===== config.mk =====
export PLATFORM = sky130hd
export DESIGN_NAME = life_step_scheduler
export DESIGN_NICKNAME = d
export VERILOG_FILES = /design/src/rtl/life_pkg.sv /design/src/rtl/life_interval_timer.sv /design/src/rtl/life_step_scheduler.sv
export SDC_FILE = /design/constraint.sdc
export NUM_CORES = 1
export LEC_CHECK = 0
export BUFFER_PORTS_ARGS = -buffer_cell sky130_fd_sc_hd__buf_2
export CAP_MARGIN = 20
export CORE_ASPECT_RATIO = 1.5
export CORE_MARGIN = 3
export CORE_UTILIZATION = 50
export CTS_BUF_LIST = sky130_fd_sc_hd__clkbuf_8
export CTS_CLUSTER_DIAMETER = 120
export DETAILED_ROUTE_END_ITERATION = 7
export HOLD_SLACK_MARGIN = 0.15
export PLACE_DENSITY = 0.7
export REMOVE_ABC_BUFFERS = 1
export SYNTH_ARGS = -nofsm -noshare
export SYNTH_HDL_FRONTEND = slang
export SYNTH_SLANG_ARGS = --single-unit

===== constraint.sdc =====
create_clock -name clk -period 2.5 [get_ports clk]
set_clock_uncertainty 0.15 [all_clocks]
set_input_delay 0.125 -clock clk [delete_from_list [all_inputs] [get_ports clk]]
set_output_delay 0.125 -clock clk [all_outputs]
set_load 0.05 [all_outputs]

===== src/rtl/life_pkg.sv =====
// rtl/life_pkg.sv - shared phase encoding and board constants for the life engines
package life_pkg;

  // Phase encoding shared with the engines' action decode
  typedef enum logic [1:0] {
    ST_IDLE   = 2'd0,
    ST_UPDATE = 2'd1,
    ST_COPY   = 2'd2,
    ST_INIT   = 2'd3
  } life_state_t;

  localparam int BOARD_SIZE = 4096;

  // A full update sweeps every cell with a 9-cycle neighbourhood read;
  // 16 cycles per cell leaves comfortable headroom for the watchdog.
  localparam int DEFAULT_TIMEOUT = BOARD_SIZE * 16;

endpackage


===== src/rtl/life_interval_timer.sv =====
// rtl/life_interval_timer.sv - saturating generation-interval counter with armed flag
module life_interval_timer
  import life_pkg::*;
#(
  parameter int INTERVAL = 10
) (
  input  logic clk,
  input  logic reset,
  input  logic en,
  input  logic clr,
  output logic armed
);

  localparam int CW = $clog2(INTERVAL + 1);
  localparam logic [CW-1:0] LAST = CW'(INTERVAL);

  logic [CW-1:0] count_q, count_d;

  // Clear wins over counting; counting stops once the interval is reached
  always_comb begin
    count_d = count_q;
    if (clr) begin
      count_d = '0;
    end else if (en && (count_q != LAST)) begin
      count_d = count_q + 1'b1;
    end
  end

  // Counter register
  always_ff @(posedge clk) begin
    if (reset) begin
      count_q <= '0;
    end else begin
      count_q <= count_d;
    end
  end

  // Armed already during the INTERVAL-th counted cycle, so a tick landing there launches
  assign armed = (count_q == LAST) || (en && (count_q == LAST - 1'b1));

endmodule


===== src/rtl/life_step_scheduler.sv =====
// rtl/life_step_scheduler.sv - frame-aligned init/update/copy sequencer with watchdog
module life_step_scheduler
  import life_pkg::*;
#(
  parameter int CLK_HZ  = 24000000,
  parameter int STEP_HZ = 10,
  parameter int TIMEOUT = DEFAULT_TIMEOUT,
  parameter int GEN_W   = 16
) (
  input  logic             clk,
  input  logic             reset,
  input  logic             run,
  input  logic             step_req,
  input  logic             rand_req,
  input  logic             frame_tick,
  output logic             init_start,
  output logic             upd_start,
  output logic             copy_start,
  input  logic             init_done,
  input  logic             upd_done,
  input  logic             copy_done,
  output logic             abort,
  output logic             busy,
  output logic [1:0]       phase,
  output logic [GEN_W-1:0] gen_count,
  output logic             err
);

  localparam int INTERVAL = CLK_HZ / STEP_HZ;
  localparam int WD_W = $clog2(TIMEOUT + 1);
  // Decision is made one cycle early so abort shows exactly TIMEOUT cycles after entry
  localparam logic [WD_W-1:0] WD_LAST = WD_W'(TIMEOUT - 1);

  life_state_t      state_q, state_d;
  logic             rand_pend_q, rand_pend_d;
  logic             step_pend_q, step_pend_d;
  logic [WD_W-1:0]  wd_q, wd_d;
  logic [GEN_W-1:0] gen_q, gen_d;
  logic             err_q, err_d;
  logic             abort_q, abort_d;
  logic             busy_q, busy_d;
  logic             init_start_q, init_start_d;
  logic             upd_start_q, upd_start_d;
  logic             copy_start_q, copy_start_d;
  logic             launch, first, timed_out, armed;

  life_interval_timer #(
    .INTERVAL (INTERVAL)
  ) u_timer (
    .clk   (clk),
    .reset (reset),
    .en    (state_q == ST_IDLE && run),
    .clr   (launch),
    .armed (armed)
  );

  // Next-state, pending flags, watchdog and generation count
  always_comb begin
    state_d      = state_q;
    rand_pend_d  = rand_pend_q | rand_req;
    step_pend_d  = step_pend_q | step_req;
    gen_d        = gen_q;
    err_d        = err_q;
    abort_d      = 1'b0;
    init_start_d = 1'b0;
    upd_start_d  = 1'b0;
    copy_start_d = 1'b0;
    launch       = 1'b0;
    // The start pulse marks the first cycle of a state, where done is ignored
    first        = init_start_q | upd_start_q | copy_start_q;
    timed_out    = (wd_q == WD_LAST);

    case (state_q)
      ST_IDLE: begin
        if (frame_tick) begin
          if (rand_pend_d) begin
            state_d      = ST_INIT;
            init_start_d = 1'b1;
            rand_pend_d  = 1'b0;
            step_pend_d  = 1'b0;
            launch       = 1'b1;
          end else if (step_pend_d || (run && armed)) begin
            state_d     = ST_UPDATE;
            upd_start_d = 1'b1;
            step_pend_d = 1'b0;
            launch      = 1'b1;
          end
        end
      end
      ST_UPDATE: begin
        if (upd_done && !first) begin
          state_d      = ST_COPY;
          copy_start_d = 1'b1;
        end
      end
      ST_COPY: begin
        if (copy_done && !first) begin
          state_d = ST_IDLE;
          gen_d   = gen_q + 1'b1;
        end
      end
      ST_INIT: begin
        if (init_done && !first) begin
          state_d = ST_IDLE;
          gen_d   = '0;
        end
      end
      default: state_d = ST_IDLE;
    endcase

    // A done in the timeout cycle already moved the state, so it wins over the abort
    if ((state_q != ST_IDLE) && (state_d == state_q) && timed_out) begin
      state_d = ST_IDLE;
      abort_d = 1'b1;
      err_d   = 1'b1;
    end

    if (state_d != state_q) begin
      wd_d = '0;
    end else if (state_q != ST_IDLE) begin
      wd_d = wd_q + 1'b1;
    end else begin
      wd_d = wd_q;
    end

    busy_d = (state_d != ST_IDLE);
  end

  // State and registered outputs; boot leaves a randomization pending
  always_ff @(posedge clk) begin
    if (reset) begin
      state_q      <= ST_IDLE;
      rand_pend_q  <= 1'b1;
      step_pend_q  <= 1'b0;
      wd_q         <= '0;
      gen_q        <= '0;
      err_q        <= 1'b0;
      abort_q      <= 1'b0;
      busy_q       <= 1'b0;
      init_start_q <= 1'b0;
      upd_start_q  <= 1'b0;
      copy_start_q <= 1'b0;
    end else begin
      state_q      <= state_d;
      rand_pend_q  <= rand_pend_d;
      step_pend_q  <= step_pend_d;
      wd_q         <= wd_d;
      gen_q        <= gen_d;
      err_q        <= err_d;
      abort_q      <= abort_d;
      busy_q       <= busy_d;
      init_start_q <= init_start_d;
      upd_start_q  <= upd_start_d;
      copy_start_q <= copy_start_d;
    end
  end

  assign init_start = init_start_q;
  assign upd_start  = upd_start_q;
  assign copy_start = copy_start_q;
  assign abort      = abort_q;
  assign busy       = busy_q;
  assign phase      = state_q;
  assign gen_count  = gen_q;
  assign err        = err_q;

endmodule


# Word level (Yosys, flattened, before mapping)
# Cells that the tools add are included.
[totals]
reg_bits = 65
word_cells = 79
in_bits = 9
[classes]
n_reduce_logical = 22
eq_ne = 11
bitwise = 7
n_mux = 24
n_addsub = 3
[op_table]
columns = ["cell", "count"]
rows = [
  ["equality test 22 bit, second input constant", 2],
  ["two-way mux 16 bit", 2],
  ["case mux 16 bit (2 select lines)", 1],
  ["adder 22 x 1 -> 22 bit, second input constant", 1],
  ["inequality test 22 bit, second input constant", 1],
  ["adder 17 x 1 -> 17 bit, second input constant", 1],
  ["equality test 17 x 16 -> 1 bit, second input constant", 1],
  ["adder 16 x 1 -> 16 bit, second input constant", 1],
  ["two-way mux 2 bit", 7],
  ["two-way mux 1 bit", 13],
  ["logical AND 1 bit", 9],
  ["case mux 2 bit (4 select lines)", 1],
  ["nonzero test 2 bit", 3],
  ["OR reduction 2 bit", 3],
  ["equality test 2 bit, second input constant", 2],
  ["inequality test 2 bit, second input constant", 2],
  ["bitwise OR 1 bit", 4],
  ["OR reduction 4 bit", 1],
  ["inverter 1 bit", 3],
  ["AND reduction 3 bit", 1],
  ["OR reduction 3 bit", 1],
  ["equality test 2 x 1 -> 1 bit, second input constant", 1],
  ["equality test 2 bit", 1],
  ["zero test 2 bit", 1],
  ["other kinds (3)", 4],
]

# Logic depth before layout (Yosys ltp)
[logic_depth]
depth_word = 16
mapped_depth = 8

# By module
# From an unflattened synthesis, not the netlist that was laid out.
[hier_totals]
hier_cells = 386
area_unflattened_um2 = 3285.7
[modules_own_cells]
columns = ["mod", "n_inst", "cells_each", "seq_area_each_um2", "area_per_inst_um2"]
rows = [
  ["life_step_scheduler", 1, 248, 860.8, 2128.3],
  ["life_interval_timer", 1, 138, 440.4, 1157.4],
]

# Least setup slack after synthesis
# Ideal clock, no wire load.
[synth_timing]
path_type = "reg2reg"
from = "register state_q[1] (netlist: phase[1])"
to = "register gen_q[15] (netlist: gen_count[15])"
period_less_slack_ns = 2.271
setup_time_ns = 0.128
path_stages_with_launch = 7
path_slack_ns = 0.229
arrival_time_ns = 1.993
t_required_ns = 2.222
path_cell_list = "dfxtp_1 -> buf_4 -> nor4b_4 -> nand4_2 -> nor4_2 -> xnor2_1 -> nor2_1"
[synth_between]
elab_chain_len = 3
[synth_rtl]
columns = ["item", "line", "source"]
rows = [
  ["start, declared", "life_step_scheduler.sv:34", "life_state_t state_q, state_d;"],
  ["start signal, assigned", "life_step_scheduler.sv:144", "state_q <= state_d;"],
  ["equality test 2 bit", "life_step_scheduler.sv:73", "case (state_q)"],
  ["inequality test 2 bit (no source line) or nonzero test 2 bit (tied branches)", "-", ""],
  ["AND reduction 3 bit (no source line)", "-", ""],
  ["end signal, assigned", "life_step_scheduler.sv:148", "gen_q <= gen_d;"],
  ["end, declared", "life_step_scheduler.sv:38", "logic [GEN_W-1:0] gen_q, gen_d;"],
]
# Parallel ways exist; a longest one is shown, timed or not.
# A chain may end at the register's enable or synchronous reset.

# Worst setup path after layout
[layout_timing]
from = "register u_timer.count_q[3]"
to = "register wd_q[3]"
[layout_between]
elab_chain_len = 15
[layout_rtl]
columns = ["item", "line", "source"]
rows = [
  ["start, declared", "life_interval_timer.sv:17", "logic [CW-1:0] count_q, count_d;"],
  ["start signal, assigned", "life_interval_timer.sv:34", "count_q <= count_d;"],
  ["equality test 22 bit", "life_interval_timer.sv:39", "assign armed = (count_q == LAST) || (en && (count_q == LAST - 1'b1));"],
  ["logical AND 1 bit", "life_interval_timer.sv:39", ""],
  ["logical OR 1 bit (*)", "life_interval_timer.sv:39", ""],
  ["logical AND 1 bit (*)", "life_step_scheduler.sv:82", "end else if (step_pend_d || (run && armed)) begin"],
  ["logical OR 1 bit (*)", "life_step_scheduler.sv:82", ""],
  ["two-way mux 2 bit (*)", "life_step_scheduler.sv:82", ""],
  ["two-way mux 2 bit (*)", "life_step_scheduler.sv:76", "if (rand_pend_d) begin"],
  ["two-way mux 2 bit (*)", "life_step_scheduler.sv:75", "if (frame_tick) begin"],
  ["case mux 2 bit (4 select lines) (*)", "life_step_scheduler.sv:73", ""],
  ["equality test 2 bit", "life_step_scheduler.sv:112", "if ((state_q != ST_IDLE) && (state_d == state_q) && timed_out) begin"],
  ["logical AND 1 bit (2 in a row)", "life_step_scheduler.sv:112", ""],
  ["two-way mux 2 bit (*)", "life_step_scheduler.sv:112", ""],
  ["inequality test 2 bit (*)", "life_step_scheduler.sv:118", "if (state_d != state_q) begin"],
  ["OR reduction 2 bit (no source line) (*)", "-", ""],
  ["end signal, assigned", "life_step_scheduler.sv:147", "wd_q <= wd_d;"],
  ["end, declared", "life_step_scheduler.sv:37", "logic [WD_W-1:0] wd_q, wd_d;"],
]
# Mark *: on every way between the ends. The rest lies on a longest branch, timed or not.

==> impl_metrics.ini <==
[yosys]
ys_types = 53
synthTopCellsByArea = dfxtp_1 42%, nor2_1 7.6%, xnor2_1 7.3%, xor2_1 5.4%, nand2_1 3.0%
syn_inst = 354
syn_avg_cell_area_um2 = 8.76
netlist_area_mm2 = 0.00310
synthFlopType = dfxtp_1
post-synth-top-area-cell = dfxtp_1
ys_warn_count = 0
synth_seq_area_share_pct = 42.0
ys_ff_latch = 65
synth-async-reset-ratio_pct = 0
synth-edff-count = 0
synth_top_area_share_pct = 42.0

[cells_and_area]
antenna_cells = 0
synthToLayoutAreaGrowth_pct = 19.0
drive_gt1_share_pct = 17.5
layout.cells.most_common = dfxtp_1
final_nets = 421
nFillCells = 523
regArea_mm2 = 0.00130
multi_input_area_mm2 = 0.00170
final_cell_mix = 65 x dfxtp_1, 63 x nor2_1, 32 x buf_2, 26 x xnor2_1, 25 x nand2_1

[setup_path]
crit_buf_inv = 0
critPathRequiredTime_ns = 2.55
worstPathArrival_ns = 2.26
critPathMaxStageDelay_ns = 0.57
critPathKind = reg -> reg
endpoint_kind = flip-flop
crit_fanout = 17
worstPathCellList = or4_4 -> nor4_1 -> nor3_1 -> o21ai_2 -> nor2_1
start_kind = flip-flop
crit_family = simple AND/OR/NAND/NOR gates
crit_path_top_delay_cell = o21ai_2

[cts]
htreeDepth = 3
postCtsSetupBuffers = 0
cts_tree = built
cts_buffer_depth = 2
cts_resized = 0
insertion_delay_ns = 0.34
cts_buffers = 9
clockRootBuffer = clkbuf_8
cts_sinks = 65
clkTransAtPathRegs_ns = 0.07
hold_buffers = 9

[power]
vdd_drop_max_mv = 0.387
p_leak_nw = 1.34
p_clk_share_pct = 43.3
power_density_mw_per_mm2 = 639
pwr-share-seq_pct = 45.7
switching_share_pct = 24.1
combPwrFrac_pct = 11.1
cellInternalPower_mw = 1.79
switchingPower_mw = 0.569

[timing]
hold_violations = 0
finalSetupViolations = 0
slew-limit-headroom_pct = 55.5
tns_ns = 0
final.min_clock_period_ns = 2.21
fin_crit_sh_pct = 88.3
max_freq_ghz = 0.453
rsz0062_at_grt = no
finalMaxSlewViolations = 0
worst_pin_slew_ns = 0.668
hold_slack_ns = 0.184

[grt]
grt_pass1_wl_um = 11500
grt_max_degree = 23
grt_pass1_vias = 2612
grt.overflow.total = 0
antenna_found_initial = 0
grt.total_usage_pct = 20.0

[die]
start_util_pct = 52.4
fp.dieW_um = 70.3
core_mm2 = 0.00591
die_height_um = 102
std_cell_rows = 34
design.die.area_mm2 = 0.00720
ios = 33

[drt]
first_iter_violations = 105
totalWireLength_um = 6600
ant_nets = 0
first_pass_iters = 6
via_count = 2657
drc = 0
viasPerCell = 5.50
wl_per_cell_um = 13.7

[min_path]
hold_path_class = in -> reg

[place]
place_congestion = 0.801
hpwlAfterDp_um = 4760
io_buffers = 32

[status]
outcome = completed

[job]
maxCapViolCount = 0
-- cell usage after synthesis, drive strengths merged, types with 2 or more instances --
cell type,n
a21oi,10
inv,11
nand3b,4
a21o,2
xor2,19
nor2,64
clkbuf,3
and2,2
nand2b,3
or4,2
nor3b,2
and4,7
mux2,2
nor4,10
buf,5
nor3,16
a31o,2
nand2,25
nor4b,2
o21ai,12
ha,5
or4b,2
dfxtp,65
nand3,17
mux2i,2
xnor2,26
or3,4
nand4,12
-- final cells by class --
type | count | area share (%)
multi-input cells | 270 | 46.0
repair buffers | 50 | 8.95
inverters | 11 | 1.12
clock buffers | 12 | 4.48
flip-flops and latches | 65 | 35.3
clock inverters | 3 | 1.73
well taps | 72 | 2.44
-- final timing paths --
check / from / to / slack [ns] / depth (start not counted)
setup / recovery: u_timer.count_q[3] / wd_q[3] / 0.29 / 5
hold reg to reg: wd_q[1] / wd_q[1] / 0.32 / 2
setup reg to reg: u_timer.count_q[3] / wd_q[3] / 0.29 / 5
hold / removal: init_done / gen_count[0] / 0.18 / 4
-- worst min-delay path: cells and delay by family --
| family | cells | cell delay [ns] |
|---|---|---|
| buf+inv | 1 | 0.11 |
| compound gates | 2 | 0.33 |
| simple gates | 1 | 0.06 |
-- metal layers --
layer	vias to the layer above	track usage, %	part of all wire [%]
li1	1343	-	-
met4	0	9.73	2.4
met1	1249	20.2	39
met5	-	0	0
met2	48	38.0	55
met3	17	5.02	3.7
-- registers in the layout (all words and copies together) (netlist names), 2 cells and up --
register / flops
wd_q: 17
u_timer.count_q: 22
gen_count: 16
phase: 2
-- power by group through the flow --
stage / sequential (mW) / clock, mW / combinational (mW)
final: 1.08 / 1.02 / 0.261
after global routing: 1.08 / 1.08 / 0.286
after CTS: 1.08 / 1.04 / 0.263
after detailed placement: 1.10 / 0 / 0.251
after global placement: 1.10 / 0 / 0.248
after floorplan: 1.14 / 0 / 0.117
-- stage by stage --
stage | util, % | area, µm² | setup slack (ns) | instances | power [mW]
2_1_floorplan | - | 3040 | 0.120 | 346 | 1.26
3_3_place_gp | 57.0 | 3370 | 0.336 | 459 | 1.35
3_5_place_dp | 57.0 | 3370 | 0.283 | 459 | 1.35
4_1_cts | 62.4 | 3690 | 0.270 | 483 | 2.38
5_1_grt | 62.4 | 3690 | 0.0940 | 483 | 2.45
6_report | 62.4 | 3690 | 0.291 | 483 | 2.36
-- cell families after synthesis --
| group | synth area share, % |
|---|---|
| adder cells (fa/ha/maj) | 2.02 |
| multiplexers | 1.37 |
| XOR/XNOR | 12.7 |
| buffers and inverters | 3.27 |
| AO/OA/AOI/OAI | 7.55 |
| flip-flops | 42.0 |
| AND/OR/NAND/NOR | 31.1 |
Power figures use the tool's default switching activity.
